<file path="config.mk">
export PLATFORM = sky130hd
export DESIGN_NAME = seq_pattern_tx
export DESIGN_NICKNAME = d
export VERILOG_FILES = /design/src/rtl/seq_tx_pkg.sv /design/src/rtl/seq_tx_shreg.sv /design/src/rtl/seq_pattern_tx.sv
export SDC_FILE = /design/constraint.sdc
export NUM_CORES = 1
export LEC_CHECK = 0
export CORE_MARGIN = 2
export CORE_UTILIZATION = 60
export DETAILED_ROUTE_END_ITERATION = 8
export DONT_BUFFER_PORTS = 1
export GPL_TIMING_DRIVEN = 0
export MAX_ROUTING_LAYER = met4
export PLACE_DENSITY_LB_ADDON = 0.1
export RECOVER_POWER = 25
export SLEW_MARGIN = 20
export SYNTH_ARGS = -nofsm -noshare
export SYNTH_HDL_FRONTEND = slang
export SYNTH_HIERARCHICAL = 1
export SYNTH_SLANG_ARGS = --single-unit
</file>
<file path="constraint.sdc">
create_clock -name clk -period 2.5 [get_ports clk]
set_input_delay 0.125 -clock clk [delete_from_list [all_inputs] [get_ports clk]]
set_output_delay 0.125 -clock clk [all_outputs]
set_load 0.02 [all_outputs]
</file>
<file path="src/rtl/seq_tx_pkg.sv">
// Shared types and default sizes for the serial pattern transmitter.
// Optional loop feature: SEQ_TX_REPEAT_EN.
package seq_tx_pkg;

    localparam int DEF_WIDTH = 8;
    localparam int DEF_LEN_W = $clog2(DEF_WIDTH) + 1;

    typedef enum logic {
        IDLE,
        SHIFT
    } tx_state_e;

    typedef enum logic [1:0] {
        SR_CLR,
        SR_LOAD,
        SR_SHIFT,
        SR_RELOAD
    } sr_op_e;

endpackage

</file>
<file path="src/rtl/seq_tx_shreg.sv">
// Parallel-load, MSB-out shift register with effective-length alignment.
// Reload-from-capture path exists only with SEQ_TX_REPEAT_EN.
module seq_tx_shreg
    import seq_tx_pkg::*;
#(
    parameter int WIDTH = DEF_WIDTH,
    parameter int LEN_W = DEF_LEN_W
) (
    input  logic             clk,
    input  logic             reset,
    input  sr_op_e           op,
    input  logic [WIDTH-1:0] pattern,
    input  logic [LEN_W-1:0] eff_len,
    output logic             msb
);

    logic [WIDTH-1:0] data_q;
    logic [WIDTH-1:0] aligned;

    // Move bit N-1 up to the MSB so every length shifts out the same way.
    assign aligned = pattern << (LEN_W'(WIDTH) - eff_len);

`ifdef SEQ_TX_REPEAT_EN
    logic [WIDTH-1:0] saved_q;

    always_ff @(posedge clk) begin
        if (reset) begin
            saved_q <= '0;
        end else if (op == SR_LOAD) begin
            saved_q <= aligned;
        end
    end
`endif

    always_ff @(posedge clk) begin
        if (reset) begin
            data_q <= '0;
        end else begin
            unique case (op)
                SR_LOAD:   data_q <= aligned;
                SR_SHIFT:  data_q <= data_q << 1;
`ifdef SEQ_TX_REPEAT_EN
                SR_RELOAD: data_q <= saved_q;
`endif
                default:   data_q <= '0;
            endcase
        end
    end

    assign msb = data_q[WIDTH-1];

endmodule

</file>
<file path="src/rtl/seq_pattern_tx.sv">
// Serial pattern transmitter: FSM and bit counter around seq_tx_shreg.
// Optional loop feature: SEQ_TX_REPEAT_EN.
module seq_pattern_tx
    import seq_tx_pkg::*;
#(
    parameter int WIDTH = DEF_WIDTH,
    parameter int LEN_W = DEF_LEN_W
) (
    input  logic             clk,
    input  logic             reset,
    input  logic             start,
    input  logic [WIDTH-1:0] pattern,
    input  logic [LEN_W-1:0] len,
    input  logic             stop,
    input  logic             repeat_req,
    output logic             x,
    output logic             x_valid,
    output logic             busy,
    output logic             done
);

    tx_state_e        state_q, state_d;
    logic [LEN_W-1:0] cnt_q, cnt_d;
    logic [LEN_W-1:0] eff_len;
    logic             valid_q, valid_d;
    logic             done_q, done_d;
    logic             last;
    sr_op_e           op;

    assign eff_len = (len == '0 || len > LEN_W'(WIDTH))
                   ? LEN_W'(WIDTH) : len;
    assign last    = (cnt_q <= LEN_W'(1));

`ifdef SEQ_TX_REPEAT_EN
    logic [LEN_W-1:0] len_q;

    always_ff @(posedge clk) begin
        if (reset) begin
            len_q <= '0;
        end else if (op == SR_LOAD) begin
            len_q <= eff_len;
        end
    end
`else
    logic unused_repeat;
    assign unused_repeat = repeat_req;
`endif

    always_comb begin
        state_d = state_q;
        cnt_d   = cnt_q;
        valid_d = 1'b0;
        done_d  = 1'b0;
        op      = SR_CLR;
        unique case (state_q)
            IDLE: begin
                if (start && !stop) begin
                    op      = SR_LOAD;
                    state_d = SHIFT;
                    cnt_d   = eff_len;
                    valid_d = 1'b1;
                    done_d  = (eff_len == LEN_W'(1));
                end
            end
            SHIFT: begin
                if (stop) begin
                    state_d = IDLE;
                    cnt_d   = '0;
                end else if (!last) begin
                    op      = SR_SHIFT;
                    cnt_d   = cnt_q - LEN_W'(1);
                    valid_d = 1'b1;
                    done_d  = (cnt_q == LEN_W'(2));
                end else if (start) begin
                    op      = SR_LOAD;
                    cnt_d   = eff_len;
                    valid_d = 1'b1;
                    done_d  = (eff_len == LEN_W'(1));
`ifdef SEQ_TX_REPEAT_EN
                end else if (repeat_req) begin
                    op      = SR_RELOAD;
                    cnt_d   = len_q;
                    valid_d = 1'b1;
                    done_d  = (len_q == LEN_W'(1));
`endif
                end else begin
                    state_d = IDLE;
                    cnt_d   = '0;
                end
            end
            default: begin
                state_d = IDLE;
                cnt_d   = '0;
            end
        endcase
    end

    always_ff @(posedge clk) begin
        if (reset) begin
            state_q <= IDLE;
            cnt_q   <= '0;
            valid_q <= 1'b0;
            done_q  <= 1'b0;
        end else begin
            state_q <= state_d;
            cnt_q   <= cnt_d;
            valid_q <= valid_d;
            done_q  <= done_d;
        end
    end

    seq_tx_shreg #(
        .WIDTH(WIDTH),
        .LEN_W(LEN_W)
    ) u_shreg (
        .clk    (clk),
        .reset  (reset),
        .op     (op),
        .pattern(pattern),
        .eff_len(eff_len),
        .msb    (x)
    );

    assign x_valid = valid_q;
    assign busy    = valid_q;
    assign done    = done_q;

endmodule

</file>
==> flow_summary.json, run 1 <==
{
  "path_max_fanout": 7,
  "cts_made_buffers": 3,
  "wl_met3_um": 172,
  "r2r_start": "cnt_q[0]$_SDFFE_PP0P_",
  "fin_crit_sh": 0.915,
  "synth_ff_type": "dfxtp_1",
  "avgSynthCellArea_um2": 8.32,
  "diodes": 0,
  "cts_tree": "done",
  "wirelength_mm": 2.52,
  "hpwl_mm": 1.81,
  "htree_levels": 1,
  "status": "complete, no violations",
  "portBuffers": 0,
  "via_count": 1022,
  "maxCapViolCount": 0,
  "holdPathStages": 3,
  "floorplan.initialDensity": 0.653,
  "die_h_um": 48.1,
  "async_flop_share": 0,
  "routabilityCongestion": 0.878,
  "multiInputGateArea_um2": 798,
  "die_width_um": 48.1,
  "track_usage": 0.252,
  "critPathLaunchType": "flip-flop",
  "instances_no_fill": 172,
  "yosys_warnings": 6,
  "avgRoutedWirePerCell_um": 14.6,
  "power_density_nw_per_um2": 446,
  "grt_pass1_wl_mm": 3.87,
  "rows": 15,
  "io_pins": 21,
  "cp-end-kind": "flip-flop",
  "place_ws_ns": -0.0434,
  "reg2regPathDepth": 11,
  "holdCritStartpoint": "reset",
  "setup_viol_count_final": 0,
  "final_common_cell": "nand2_1",
  "worst_pin_slew_ns": 0.503,
  "report.final.slew_viol_count": 0,
  "grt_max_degree": 11,
  "fillers": 148,
  "syn_area_um2": 1160,
  "cp_slowest_cell": "dfxtp_2",
  "seq_area_um2": 282,
  "drt-initial-drc-count": 39,
  "synth_edf_count": 0,
  "die_area_um2": 2310,
  "cts.sinks": 14,
  "finalHoldViolCount": 0,
  "fp.coreArea_um2": 1780,
  "worstPathArrival_ns": 2.50,
  "layout_common_cells": "14 x nand2_1, 13 x mux2i_1, 13 x dfxtp_1",
  "grt_pass1_vias": 890,
  "yosysUniqueCellTypes": 46,
  "p_leak_nw": 0.523,
  "wl_met2_mm": 1.14,
  "period_needed_ns": 2.29,
  "clkLatencyLatePin_ns": 0.30,
  "ys_ff_latch": 14,
  "rrSetupSlack_ns": 0.21,
  "worst_clock_skew_ns": 0.0141,
  "drive_gt1_frac": 0.177,
  "clockBufferDepth": 2,
  "holdCritPathClass": "in -> reg",
  "ant_nets": 0,
  "avgViaCountPerCell": 5.94,
  "slew_headroom": 0.661,
  "drc": 0,
  "syn2layout_area_growth_pct": 9.24,
  "final_util": 0.714,
  "cp.required_ns": 2.71,
  "cts_root_buf": "clkbuf_4",
  "ys_seq_area_frac": 0.241,
  "r2r_end": "u_shreg/data_q[5]$_SDFF_PP0_",
  "dr.max_layer_used": "met3",
  "setup_slack_ns": 0.213,
  "first_pass_iters": 4,
  "tns_ns": 0,
  "wl_met1_mm": 1.20,
  "syn_inst": 140,
  "min_to": "u_shreg/data_q[4]$_SDFF_PP0_",
  "syn-num-nets": 163,
  "dp_cells": 165,
  "rsz0062_at_grt": "no",
  "fmax_mhz": 437,
  "nNetsFinal": 171,
  "overflow": 0,
  "cts.clk_slew.worst_paths_ns": 0.10,
  "crit_chain": "inv_1, ha_1, or2_1, buf_6, a21boi_1, nor2_1, inv_1, ha_1, nor2_4, nand3_1, o21ai_1",
  "antenna_found_initial": 0,
  "vdd_drop_max_uv": 416,
  "crit_type": "reg -> reg",
  "critPathMaxStageDelay_ns": 0.38
}
-- metrics by stage --
step	cell area, um2	total power [W]	hold slack, ns
6_report	1270	0.000567	0.0188
5_1_grt	1270	0.000598	0.00607
4_1_cts	1260	0.000564	0.0329
3_5_place_dp	1200	0.000388	0.195
3_3_place_gp	1200	0.000385	0.194
2_1_floorplan	1160	0.000367	0.191
-- synth_stat cells, types with 3 or more instances --
master	number	area, um2
nor3_1	4	20.0
nand2b_1	4	25.0
nand2_1	14	52.6
buf_6	4	45.0
inv_1	6	22.5
ha_1	6	75.1
nor2_1	9	33.8
a21oi_1	8	40.0
dfxtp_1	14	280
mux2i_1	13	130
buf_4	3	22.5
nand3_1	5	25.0
nor3b_1	4	30.0
o21ai_0	6	30.0
-- state kept, by name (all words and copies together), names as in the netlist --
signal and flops:
busy 1, cnt_q 4, done 1, u_shreg/data_q 8
-- where the power goes --
part           total, W  internal (W)  switching (W)
sequential     0.000232      0.000228     0.00000421
combinational  0.000162     0.0000754      0.0000862
clock          0.000173     0.0000887      0.0000844
-- routing by layer --
| metal | global-route usage | up-vias |
|---|---|---|
| li1 | - | 513 |
| met1 | 0.342 | 467 |
| met2 | 0.392 | 42 |
| met3 | 0.0792 | 0 |
| met4 | 0 | 0 |
| met5 | - | - |
-- final cells by class --
| class | instances | share of cell area |
|---|---|---|
| clock buffer | 4 | 0.0285 |
| inverter | 7 | 0.0206 |
| sequential | 14 | 0.221 |
| timing repair buffer | 3 | 0.0236 |
| buffer | 8 | 0.0541 |
| tap | 25 | 0.0246 |
| multi-input combinational | 111 | 0.627 |
-- critical path, delay by kind of cell (launching register included) --
kind / cells / cell delay (ns)
compound gates: 2 / 0.35
fa+ha+maj: 2 / 0.53
simple gates: 4 / 0.68
buf+inv: 3 / 0.27
flops: 1 / 0.38
-- worst max path at each step --
stage | start | slack, ns | end
floorplan | cnt_q[0]$_SDFFE_PP0P_ | 0.32 | u_shreg/data_q[5]$_SDFF_PP0_
global placement | cnt_q[0]$_SDFFE_PP0P_ | 0.13 | u_shreg/data_q[6]$_SDFF_PP0_
detailed placement | cnt_q[0]$_SDFFE_PP0P_ | -0.04 | u_shreg/data_q[5]$_SDFF_PP0_
CTS | cnt_q[0]$_SDFFE_PP0P_ | 0.05 | u_shreg/data_q[5]$_SDFF_PP0_
global route | cnt_q[0]$_SDFFE_PP0P_ | 0.04 | u_shreg/data_q[5]$_SDFF_PP0_
finish | cnt_q[0]$_SDFFE_PP0P_ | 0.21 | u_shreg/data_q[5]$_SDFF_PP0_
-- timing repair --
action,4_1_cts,5_1_grt
hold buffers,3,0
gates cloned,0,0
setup endpoints to repair,2,5
resized for setup,1,4
setup buffers,0,0
endpoints found under the hold margin,6,0
-- kinds of logic (layout without fill, tap and decap cells) --
group,count (synthesis),count (layout),share of synthesized area
multiplexers,14,14,0.131
buffers and inverters,15,22,0.0848
XOR/XNOR,2,2,0.0215
flip-flops,14,14,0.241
AND/OR/NAND/NOR,58,58,0.276
adder cells (fa/ha/maj),6,6,0.0644
AO/OA/AOI/OAI,31,31,0.182
No activity file was read; power rests on OpenSTA's default activity.
==> run 2, diff against run 1 <==
- PLACE_DENSITY_LB_ADDON: 0.1 -> 0.3
- REMOVE_ABC_BUFFERS: unset -> 1
==> flow_summary.json, run 2 (synthesis gave the netlist of run 1 again) <==
{
  "status": "complete, no violations",
  "holdCritPathClass": "in -> reg",
  "floorplan.initialDensity": 0.653,
  "grt_max_degree": 13,
  "track_usage": 0.274,
  "drt-initial-drc-count": 27,
  "cp-end-kind": "flip-flop",
  "wirelength_mm": 2.55,
  "via_count": 1018,
  "holdCritStartpoint": "start",
  "setup_viol_count_final": 0,
  "clockBufferDepth": 2,
  "diodes": 0,
  "cts_tree": "done",
  "critPathLaunchType": "flip-flop",
  "die_area_um2": 2310,
  "fmax_mhz": 426,
  "drive_gt1_frac": 0.145,
  "holdPathStages": 2,
  "rsz0062_at_grt": "no",
  "top_register": "u_shreg/data_q",
  "antenna_found_initial": 0,
  "period_needed_ns": 2.35,
  "postCtsSetupRepairBufs": 0,
  "worst_pin_slew_ns": 0.706,
  "p_int_w": 0.000382,
  "power_density_nw_per_um2": 463,
  "avgRoutedWirePerCell_um": 15.7,
  "power_frac_comb": 0.263,
  "min_to": "busy$_SDFF_PP0_",
  "path_max_fanout": 7,
  "overflow": 0,
  "clkLatencyLatePin_ns": 0.29,
  "slew_headroom": 0.529,
  "final_area_um2": 1200,
  "reg2regPathDepth": 10,
  "io_pins": 21,
  "place_ws_ns": 0.0188,
  "fp.coreArea_um2": 1780,
  "fin_crit_sh": 0.939,
  "rows": 15,
  "cts_root_buf": "clkbuf_4",
  "crit_type": "reg -> reg",
  "grt_pass1_vias": 953,
  "p_leak_nw": 0.478,
  "syn2layout_area_growth_pct": 2.90,
  "hpwl_mm": 1.76,
  "tns_ns": 0,
  "worstPathArrival_ns": 2.56,
  "seqPwrFrac": 0.430,
  "portBuffers": 0,
  "dpl_cell_area_um2": 1120,
  "cts_made_buffers": 3,
  "top_regs": "u_shreg/data_q: 8 flops, cnt_q: 4 flops",
  "rrSetupSlack_ns": 0.15,
  "pwr-share-clk": 0.308,
  "nNetsFinal": 162,
  "cts.sinks": 14,
  "die_width_um": 48.1,
  "power_w": 0.000555,
  "avgViaCountPerCell": 6.25,
  "netSwitchingFraction": 0.312,
  "drc": 0,
  "ant_nets": 0,
  "first_pass_iters": 5,
  "r2r_start": "cnt_q[0]$_SDFFE_PP0P_",
  "htree_levels": 1,
  "die_h_um": 48.1,
  "cts.clk_slew.worst_paths_ns": 0.10,
  "setup_slack_ns": 0.152,
  "grt_pass1_wl_mm": 4.15,
  "report.final.slew_viol_count": 0,
  "vdd_drop_max_uv": 375,
  "switchingPower_w": 0.000173,
  "worst_clock_skew_ns": 0.00972,
  "routabilityCongestion": 0.866,
  "finalHoldViolCount": 0,
  "cp.required_ns": 2.72,
  "maxCapViolCount": 0,
  "r2r_end": "u_shreg/data_q[6]$_SDFF_PP0_",
  "largest_reg_flops": 8,
  "layout_common_cells": "14 x nand2_1, 14 x dfxtp_1, 13 x mux2i_1"
}
[run 2: cell type report]
| type | instances | area [um2] |
|---|---|---|
| Fill cell | 161 | 584 |
| Inverter | 7 | 26.3 |
| Timing Repair Buffer | 2 | 20.0 |
| Multi-Input combinational cell | 111 | 805 |
| Tap cell | 25 | 31.3 |
| Sequential cell | 14 | 280 |
| Clock buffer | 4 | 36.3 |
[run 2: critical path, cell delays in order, from the launching register on]
cell and delay (ns):
dfxtp_1 0.43, inv_1 0.11, ha_1 0.25, or2_4 0.28, a21boi_2 0.17, nor2_1 0.09, inv_1 0.08, ha_1 0.30
nor2_4 0.22, nand3_1 0.16, o21ai_0 0.18
[run 2: per-stage QoR]
step           hold slack, ns  utilization  instances
4_1_cts               0.00469        0.663        163
3_5_place_dp            0.196        0.630        157
3_3_place_gp            0.194        0.630        157
6_report              0.00702        0.672        163
2_1_floorplan           0.191            -        132
5_1_grt                0.0401        0.672        163
[run 2: how the worst max path moves through the flow]
stage | endpoint | start | depth (start not counted) | slack, ns
after floorplan | u_shreg/data_q[5]$_SDFF_PP0_ | cnt_q[0]$_SDFFE_PP0P_ | 10 | 0.36
after global placement | u_shreg/data_q[6]$_SDFF_PP0_ | cnt_q[0]$_SDFFE_PP0P_ | 10 | 0.1
after detailed placement | u_shreg/data_q[6]$_SDFF_PP0_ | cnt_q[0]$_SDFFE_PP0P_ | 10 | 0.02
after CTS | u_shreg/data_q[6]$_SDFF_PP0_ | cnt_q[0]$_SDFFE_PP0P_ | 10 | 0.04
after global routing | u_shreg/data_q[6]$_SDFF_PP0_ | cnt_q[0]$_SDFFE_PP0P_ | 10 | 0.03
final | u_shreg/data_q[6]$_SDFF_PP0_ | cnt_q[0]$_SDFFE_PP0P_ | 10 | 0.15
[run 2: repair_timing]
item / 4_1_cts / 5_1_grt
endpoints found under the hold margin: 6 / 0
setup endpoints to repair: 4 / 7
resized for setup: 1 / 4
hold buffers: 2 / 0
[run 2: per-layer routing]
metal  wire length, um  track usage  vias to the layer above
li1                  -            -                      491
met3               111       0.0491                        6
met2              1210        0.397                       34
met4                44        0.141                        0
met5                 0            -                        -
met1              1190        0.359                      487
[run 2: power by group through the flow]
stage                     combinational [W]  clock (W)  sequential (W)
after global placement             0.000128          0        0.000243
after detailed placement           0.000132          0        0.000243
after floorplan                    0.000112          0        0.000241
after global routing               0.000159   0.000181        0.000240
after CTS                          0.000139   0.000174        0.000238
final                              0.000146   0.000171        0.000238
==> run 3, diff against run 2 <==
- MAX_ROUTING_LAYER: met4 -> unset
==> flow_summary.json, run 3 (synthesis gave the netlist of run 1 again) <==
{
  "cts_tree": "done",
  "wirelength_mm": 2.60,
  "cts_root_buf": "clkbuf_4",
  "tns_ns": 0,
  "dp_cells": 157,
  "nNetsFinal": 162,
  "syn2layout_area_growth_pct": 2.90,
  "slew_headroom": 0.529,
  "power_density_nw_per_um2": 465,
  "holdCritPathClass": "in -> reg",
  "die_area_um2": 2310,
  "routabilityCongestion": 0.852,
  "fmax_mhz": 425,
  "clkLatencyLatePin_ns": 0.29,
  "grt_max_degree": 13,
  "path_max_fanout": 7,
  "first_pass_iters": 6,
  "seq_area_um2": 280,
  "portBuffers": 0,
  "vdd_drop_max_uv": 376,
  "worstPathArrival_ns": 2.57,
  "p_leak_nw": 0.478,
  "worst_clock_skew_ns": 0.00981,
  "fp.coreArea_um2": 1780,
  "crit_type": "reg -> reg",
  "final_area_um2": 1200,
  "cts.sinks": 14,
  "die_width_um": 48.1,
  "via_count": 1034,
  "postCtsSetupRepairBufs": 0,
  "antenna_found_initial": 0,
  "rsz0062_at_grt": "no",
  "critPathLaunchType": "flip-flop",
  "setup_viol_count_final": 0,
  "period_needed_ns": 2.35,
  "overflow": 0,
  "grt_pass1_wl_mm": 4.14,
  "cp-end-kind": "flip-flop",
  "fillers": 161,
  "rows": 15,
  "diodes": 0,
  "layout_common_cells": "14 x nand2_1, 14 x dfxtp_1, 13 x mux2i_1",
  "report.final.slew_viol_count": 0,
  "cp.required_ns": 2.72,
  "status": "complete, no violations",
  "clockBufferDepth": 2,
  "drt-initial-drc-count": 27,
  "dpl_cell_area_um2": 1120,
  "largest_reg_flops": 8,
  "cts_made_buffers": 3,
  "cts.clk_slew.worst_paths_ns": 0.10,
  "instances_no_fill": 163,
  "maxCapViolCount": 0,
  "finalHoldViolCount": 0,
  "fin_crit_sh": 0.942,
  "htree_levels": 1,
  "avgViaCountPerCell": 6.34,
  "hpwl_mm": 1.76,
  "top_regs": "u_shreg/data_q: 8 flops, cnt_q: 4 flops",
  "track_usage": 0.265,
  "die_h_um": 48.1,
  "io_pins": 21,
  "top_register": "u_shreg/data_q",
  "floorplan.initialDensity": 0.653,
  "drive_gt1_frac": 0.145,
  "avgRoutedWirePerCell_um": 16.0,
  "worst_pin_slew_ns": 0.706,
  "drc": 0,
  "grt_pass1_vias": 947,
  "ant_nets": 0,
  "multiInputGateArea_um2": 805
}
-- run 3: area by class of cell --
| type | count | area share |
|---|---|---|
| multi-input combinational | 111 | 0.671 |
| clock buffer | 4 | 0.0303 |
| tap | 25 | 0.0261 |
| inverter | 7 | 0.0219 |
| timing repair buffer | 2 | 0.0167 |
| sequential | 14 | 0.234 |
-- run 3: path summary, 6_finish.rpt --
check                                 endpoint                    startpoint  cells past startpoint  slack (ns)
hold / removal                 busy$_SDFF_PP0_                         start                      2       0.006
setup / recovery  u_shreg/data_q[6]$_SDFF_PP0_         cnt_q[0]$_SDFFE_PP0P_                     10        0.15
setup reg to reg  u_shreg/data_q[6]$_SDFF_PP0_         cnt_q[0]$_SDFFE_PP0P_                     10        0.15
hold reg to reg   u_shreg/data_q[5]$_SDFF_PP0_  u_shreg/data_q[4]$_SDFF_PP0_                      2        0.44
-- run 3: critical path, cell delays in order (launching register included) --
cell and delay, ns:
dfxtp_1 0.43, inv_1 0.11, ha_1 0.25, or2_4 0.28, a21boi_2 0.16, nor2_1 0.09, inv_1 0.08, ha_1 0.30
nor2_4 0.22, nand3_1 0.16, o21ai_0 0.18
-- run 3: routing by layer --
layer	GRT usage	routed length, um	vias to the layer above
met5	0	0	-
met4	0.141	39	0
met3	0.0453	112	4
met2	0.395	1240	39
met1	0.363	1210	497
li1	-	-	494
-- run 3: through the flow --
| stage | setup slack, ns | util | hold WS, ns | power [W] |
|---|---|---|---|---|
| after detailed placement | 0.0188 | 0.630 | 0.196 | 0.000376 |
| after CTS | 0.0374 | 0.663 | 0.00469 | 0.000552 |
| after global routing | 0.0268 | 0.672 | 0.0401 | 0.000580 |
| after floorplan | 0.357 | - | 0.191 | 0.000353 |
| after global placement | 0.0971 | 0.630 | 0.194 | 0.000371 |
| final | 0.145 | 0.672 | 0.00574 | 0.000557 |
-- run 3: what timing repair did --
action	CTS	global route
endpoints found under the setup margin	4	7
hold buffers	2	0
pin swaps	0	0
hold endpoints to repair	6	0
gates resized for setup	1	4
-- run 3: power by group --
part / leakage (nW) / internal [W] / switching [W]
Combinational: 0.343 / 0.0000652 / 0.0000811
Clock: 0.0210 / 0.0000888 / 0.0000831
Sequential: 0.113 / 0.000228 / 0.0000107
